==> src/rtl/axis_slave_fifo.sv <==
// ============================================================================
//  axis_slave_fifo
//  AXI-Stream slave: FIFO with null-beat filtering and packet statistics.
//  Revision: 1.0
// ============================================================================
`default_nettype none

module axis_slave_fifo #(
   parameter int N     = 4,
   parameter int DEPTH = 8,
   parameter int CNT_W = 16
) (
   input  logic                       aclk,
   input  logic                       aresetn,
   input  logic                       tvalid,
   output logic                       tready,
   input  logic [8*N-1:0]             tdata,
   input  logic [N-1:0]               tstrb,
   input  logic [N-1:0]               tkeep,
   input  logic                       tlast,
   output logic                       out_valid,
   input  logic                       out_ready,
   output logic [8*N-1:0]             out_data,
   output logic [N-1:0]               out_keep,
   output logic                       out_last,
   output logic [$clog2(DEPTH):0]     level,
   output logic [CNT_W-1:0]           pkt_count
);

   localparam int c_AW = $clog2(DEPTH);
   localparam int c_LW = c_AW + 1;
   localparam int c_EW = 8*N + N + 1;
   localparam logic [c_LW-1:0] c_DEPTH = c_LW'(DEPTH);

   if ((DEPTH < 2) || ((DEPTH & (DEPTH - 1)) != 0)) begin : g_depth_check
      $error("axis_slave_fifo: DEPTH must be a power of two and at least 2");
   end

   logic [c_EW-1:0]  mem_q [DEPTH];
   logic [c_AW-1:0]  wr_ptr_q, wr_ptr_d;
   logic [c_AW-1:0]  rd_ptr_q, rd_ptr_d;
   logic [c_LW-1:0]  level_q, level_d;
   logic             tready_q, tready_d;
   logic [CNT_W-1:0] pkt_q, pkt_d;
   logic             push, pop;
   logic [c_EW-1:0]  head;
   logic             unused_tstrb;

   assign unused_tstrb = ^tstrb;

   // Beats with no valid bytes are swallowed unless they carry the packet boundary.
   assign push = tvalid && tready_q && ((tkeep != '0) || tlast);
   assign pop  = out_valid && out_ready;

   always_comb begin
      wr_ptr_d = wr_ptr_q;
      rd_ptr_d = rd_ptr_q;
      pkt_d    = pkt_q;
      if (push) begin
         wr_ptr_d = wr_ptr_q + c_AW'(1);
      end
      if (pop) begin
         rd_ptr_d = rd_ptr_q + c_AW'(1);
         if (out_last) begin
            pkt_d = pkt_q + CNT_W'(1);
         end
      end
      level_d  = level_q + c_LW'(push) - c_LW'(pop);
      tready_d = (level_d < c_DEPTH);
   end

   always_ff @(posedge aclk) begin
      if (!aresetn) begin
         wr_ptr_q <= '0;
         rd_ptr_q <= '0;
         level_q  <= '0;
         tready_q <= 1'b0;
         pkt_q    <= '0;
      end else begin
         wr_ptr_q <= wr_ptr_d;
         rd_ptr_q <= rd_ptr_d;
         level_q  <= level_d;
         tready_q <= tready_d;
         pkt_q    <= pkt_d;
      end
   end

   // Storage is deliberately left out of reset; occupancy alone defines validity.
   always_ff @(posedge aclk) begin
      if (push) begin
         mem_q[wr_ptr_q] <= {tdata, tkeep, tlast};
      end
   end

   assign head      = mem_q[rd_ptr_q];
   assign out_data  = head[c_EW-1 -: 8*N];
   assign out_keep  = head[N:1];
   assign out_last  = head[0];
   assign out_valid = (level_q != '0);
   assign tready    = tready_q;
   assign level     = level_q;
   assign pkt_count = pkt_q;

endmodule

`default_nettype wire

==> config.mk <==
export PLATFORM = sky130hd
export DESIGN_NAME = axis_slave_fifo
export DESIGN_NICKNAME = d
export VERILOG_FILES = /design/src/rtl/axis_slave_fifo.sv
export SDC_FILE = /design/constraint.sdc
export NUM_CORES = 1
export LEC_CHECK = 0
export CAP_MARGIN = 15
export CORE_ASPECT_RATIO = 0.6
export CORE_UTILIZATION = 52
export DETAILED_ROUTE_END_ITERATION = 12
export PLACE_DENSITY = 0.76
export SLEW_MARGIN = 0
export SYNTH_ARGS = -nofsm -noshare
export SYNTH_HDL_FRONTEND = slang
export SYNTH_SLANG_ARGS = --single-unit
==> constraint.sdc <==
create_clock -name aclk -period 3.95 [get_ports aclk]
set_input_delay 0.5925 -clock aclk [delete_from_list [all_inputs] [get_ports aclk]]
set_output_delay 0.5925 -clock aclk [all_outputs]
set_load 0.1 [all_outputs]
# [Word level (Yosys, flattened, before mapping)]
# Memories as Yosys holds them, arrays and structs flattened. A register that Yosys moved wholly into a read port is not among the register bits.
# Index checks and enable logic that the tools add are counted.
# Widths: inputs -> output; s select.
[word_totals] word_cells=23 regBits=27 latch_bits=0 mem_count=1 ram_bits=296 mem_bits_ro=0 input_bits=45 output_inout_bits=59
[memory_table] name="mem_q" depth=8 word_bits=37 read_ports=1 rd_clocked_by_memory_dff=1 wr=1 line="39" text="logic [c_EW-1:0] mem_q [DEPTH];"
[classes] order_cmp=1 mux=4 mul=0 reduce_logical=7 bitwise=0 shift=0 n_addsub=5 div_mod_pow=0 eq_ne=0
[op_table] op="$add 16x1->16 const B" count=1
[op_table] op="$reduce_bool 4->1" count=2
[op_table] op="$add 3x1->3 const B" count=2
[op_table] op="$mux 3" count=2
[op_table] op="$add 4x1->4" count=1
[op_table] op="$lt 4x4->1 const B" count=1
[op_table] op="$sub 4x1->4" count=1
[op_table] op="$logic_and 1x1->1" count=3
[op_table] op="$mux 1" count=2
[op_table] op="$reduce_and 2->1" count=1
[op_table] op="$logic_or 1x1->1" count=1

# [Depth between registers and ports, before layout]
[logic_depth] ltp_word=6 depth_mapped=12

# [Worst setup path before layout]
# No wires, ideal clock.
[synth_timing] kind="register to register" from="reg tready_q (netlist: tready)" to="mem mem_q[2][0] (netlist bit), enable pin" setup_ns=0.485 path_buffers=0 setup_slack_ns=-0.803 required_time_ns=3.465 arrival_ns=4.268 synth_period_minus_slack_ns=4.753 path_stages_with_launch=4 cell_sequence="dfxtp_1 -> o311a_1 -> nand2b_1 -> nor3b_1"
[synth_between] elab_chain_cells=4
[synth_rtl] element="from (decl)" line="43" text="logic tready_q, tready_d;"
[synth_rtl] element="from (signal assigned)" line="83" text="tready_q <= tready_d;"
[synth_rtl] element="$logic_and 1x1->1 (2 in a row)" line="52" text="assign push = tvalid && tready_q && ((tkeep != '0) || tlast);"
[synth_rtl] element="$mux 1" line="90" text="if (push) begin"
[synth_rtl] element="$mux 1 (not written as such)" line="91" text="mem_q[wr_ptr_q] <= {tdata, tkeep, tlast};"
[synth_rtl] element="to (decl)" line="39"
# No other way between the ends.

==> summary.txt <==
Timing
  – Max-slew headroom: 0.334
  – Final setup viols: 0
  – Fmax: 309 MHz
  – Final Max Slew Viols: 0
  – Period Utilization, post-route: 0.819
  – Final WS setup: 0.716 ns
  – Hold Fails Final Rpt: 0
  – Clock Skews: 0.0115 ns
  – Crit path time final: 3.23 ns
  – Worst-Margin Slew: 0.996 ns
  – RSZ-0062 raised after global routing: false

Critical path
  – Critical path class: reg2out
  – Worst Setup End Kind: output pin
  – R2R depth: 11
  – Critical-path cell list: buf_12 -> mux4_2 -> mux2_2 -> buf_4
  – Family with the most delay on the worst path: multiplexers
  – Slowest cell delay on critical path: 0.65 ns
  – FF-to-FF Start: level[2]
  – WP data arrival: 2.64 ns
  – Slowest-stage cell, CP: dfxtp_4
  – CP required: 3.36 ns
  – FF-to-FF setup slack: 1.17 ns
  – CP Max Fanout: 32
  – Worst reg2reg endpoint: level[2]
  – Critical path launch point type: flip-flop
  – Buf/Inv on CP: 2

Yosys
  – Yosys warns: 0
  – Cell Area, Synth: 12500 µm²
  – Post-synthesis average cell area: 20.8 µm²
  – #FFs+latches synth: 326
  – Sequential element share of the synthesized area: 0.757
  – Post-synthesis async set-or-reset flop share: 0
  – Most used flip-flop cell after synthesis: edfxtp_1
  – Post-synth EDFFs: 296
  – Post-synth cell types: 43
  – Syn Nets: 655
  – Synthesized instance count: 601

Detailed routing
  – Antenna Nets Post-Route: 0
  – Via count: 6071
  – Residual DRC count: 0
  – Detailed Route Iter0 Violations: 469
  – Final wirelength: 23900 µm
  – Average wire per standard cell: 22.5 µm
  – DR pass1 iterations: 4
  – Routed vias/inst: 5.72

Die
  – Row count: 43
  – Initial core utilization: 0.536
  – Die H: 122 µm
  – Io pins: 104
  – Die area: 24700 µm²
  – Die Width: 202 µm
  – Core area: 23300 µm²

Final layout
  – Area growth from synthesis to layout: 18.4%
  – Share of cells above drive strength 1: 0.303
  – Nets: 776
  – Post-route cell area: 14800 µm²

GRT
  – Global route total overflow: 0
  – Largest net degree at the start of global routing: 48
  – Tot GR Track Use: 0.199
  – Vias in the first global route: 6307
  – Initial antenna violation count: 1
  – Global-route wire length before repair: 36600 µm

Placement
  – Placed Area: 13900 µm²
  – RePlAce Congestion: 0.805
  – Pre-CTS WS: 0.426 ns
  – Post-DP HPWL: 14200 µm
  – Port Buf Inserts: 99

Run
  – Max-cap check violation count: 0

Clock network
  – Hold Buf Count CTS: 0
  – Post-CTS setup buffer count: 0
  – Clock Latency Late Sink: 0.55 ns
  – CTS Buffer Depth: 3
  – Clk sinks: 326
  – Root Driver: clkbuf_16
  – H-tree level count: 1
  – Clock Pin Slew Worst Setup and Hold Paths: 0.07 ns
  – Resized Gates After CTS: 0
  – Number of buffers created by CTS: 29
  – TritonCTS clock tree: done

Min path
  – Worst Hold Class: reg2reg
  – HP Start: pkt_count[14]
  – Hold Crit Depth: 2
  – Hold EP: pkt_count[14]

Run status
  – Status: finished, final reports clean

Pwr
  – Leakage: 4.69 nW
  – Cell Pwr Density: 673 nW/µm²
  – Peak supply drop: 0.000513 V
stage by stage:
stage	instances	setup TNS (ns)	hold slack (ns)	utilization	power, W
after CTS	1060	0	0.498	0.635	0.0101
after global placement	1006	0	0.456	0.596	0.00733
after floorplan	601	-159.00	0.452	-	0.00671
final	1061	0	0.505	0.635	0.00999
after detailed placement	1006	0	0.488	0.596	0.00739
after global routing	1060	0	0.522	0.635	0.0103
cell usage in the layout (no fill, tap or decap), types with 2 or more instances in the layout:
cell type	Yosys	layout
mux4_2	72	72
mux2i_1	3	3
clkinv_2	0	9
clkbuf_16	0	30
nand3_1	8	8
buf_4	1	56
a21oi_1	14	14
nor3b_2	0	4
or3_1	7	7
edfxtp_1	296	296
mux2_2	37	37
nor3_2	0	2
xnor2_1	4	4
nor2_4	0	2
ha_1	8	8
o31a_1	2	2
clkbuf_8	0	5
nand4_1	2	2
and2_1	4	4
xor2_1	3	3
clkbuf_1	14	6
inv_1	8	8
dfxtp_1	30	27
o21ai_0	6	6
nor4_1	3	3
o31ai_1	7	7
o21a_1	2	2
dfxtp_4	0	2
nand2b_1	2	2
nand2_1	16	16
and4_1	2	2
clkdlybuf4s50_1	0	62
or4_1	6	6
nor2_1	12	10
worst reg2reg max path, stage by stage, from the launching register on:
cell and delay [ns]:
dfxtp_1 0.32, inv_1 0.08, ha_1 0.15, or3b_2 0.46, nand2_1 0.17, clkinv_1 0.25, ha_1 0.35, inv_1 0.04
ha_1 0.20, fa_1 0.38, xnor2_1 0.17, nor2_1 0.07
cell usage after synthesis, drive strengths merged, types with 2 or more instances:
master	number	area share
a21oi	14	0.0056
nor3b	4	0.0024
or3	7	0.0035
xor2	3	0.0021
xnor2	4	0.0028
o31ai	7	0.0042
and2	4	0.0020
and4	2	0.0014
or4	6	0.0036
dfxtp	30	0.048
o21a	2	0.0012
nor3	2	0.00080
mux2	38	0.034
inv	8	0.0024
o31a	2	0.0014
nand3	8	0.0032
nand4	2	0.0010
nand2	16	0.0048
clkbuf	14	0.0042
o21ai	6	0.0024
nand2b	2	0.0010
nor4	3	0.0015
mux4	72	0.13
buf	15	0.0062
edfxtp	296	0.71
nor2	12	0.0036
ha	8	0.0080
mux2i	3	0.0024
flip-flops by register name, summed over array words and instances, names as in the netlist, named ones only:
| name | flops |
|---|---|
| mem_q | 296 |
| pkt_count | 16 |
| level | 4 |
| rd_ptr_q | 3 |
| wr_ptr_q | 3 |
| tready | 1 |
final cells by class:
type / count / area [µm²]
multi-input combinational: 237 / 2920
clock buffer: 41 / 842
fill: 1588 / 8520
timing repair buffer: 119 / 1060
inverter: 9 / 33.8
sequential: 326 / 9500
clock inverter: 13 / 82.6
antenna: 1 / 2.50
tap: 315 / 394
kinds of logic (layout without fill, tap and decap cells):
kind of cell,Yosys count,in the layout,synth area share
AO/OA/AOI/OAI,35,35,0.0174
XOR/XNOR,7,7,0.00489
adder cells (fa/ha/maj),9,9,0.00959
buffers and inverters,38,182,0.0131
flip-flops,326,326,0.757
multiplexers,113,113,0.166
other,0,1,0
AND/OR/NAND/NOR,73,73,0.0316
per-layer routing:
metal | part of all wire | track usage | vias up | routed length (µm)
li1 | - | - | 2717 | -
met1 | 0.45 | 0.287 | 3159 | 10800
met2 | 0.48 | 0.322 | 164 | 11400
met3 | 0.058 | 0.0412 | 31 | 1400
met4 | 0.015 | 0.0348 | 0 | 361
met5 | 0 | 0 | - | 0
where the power goes:
group | leakage (nW) | switching, W | total [W] | internal [W]
combinational | 1.32 | 0.00218 | 0.00324 | 0.00106
clock | 0.460 | 0.00121 | 0.00271 | 0.00149
sequential | 2.91 | 0.000160 | 0.00404 | 0.00388
total | 4.69 | 0.00355 | 0.00999 | 0.00644
worst max path at each step:
stage,from,endpoint,slack [ns],depth (start not counted)
floorplan,tready,mem_q[2][0],-0.80,3
global placement,tkeep[0],mem_q[7][31],0.54,6
detailed placement,tkeep[0],mem_q[7][28],0.43,6
CTS,flip-flop,out_data[2],0.63,4
global route,flip-flop,out_data[24],0.57,4
finish,flip-flop,out_data[2],0.72,4
Power figures use the tool's default switching activity.
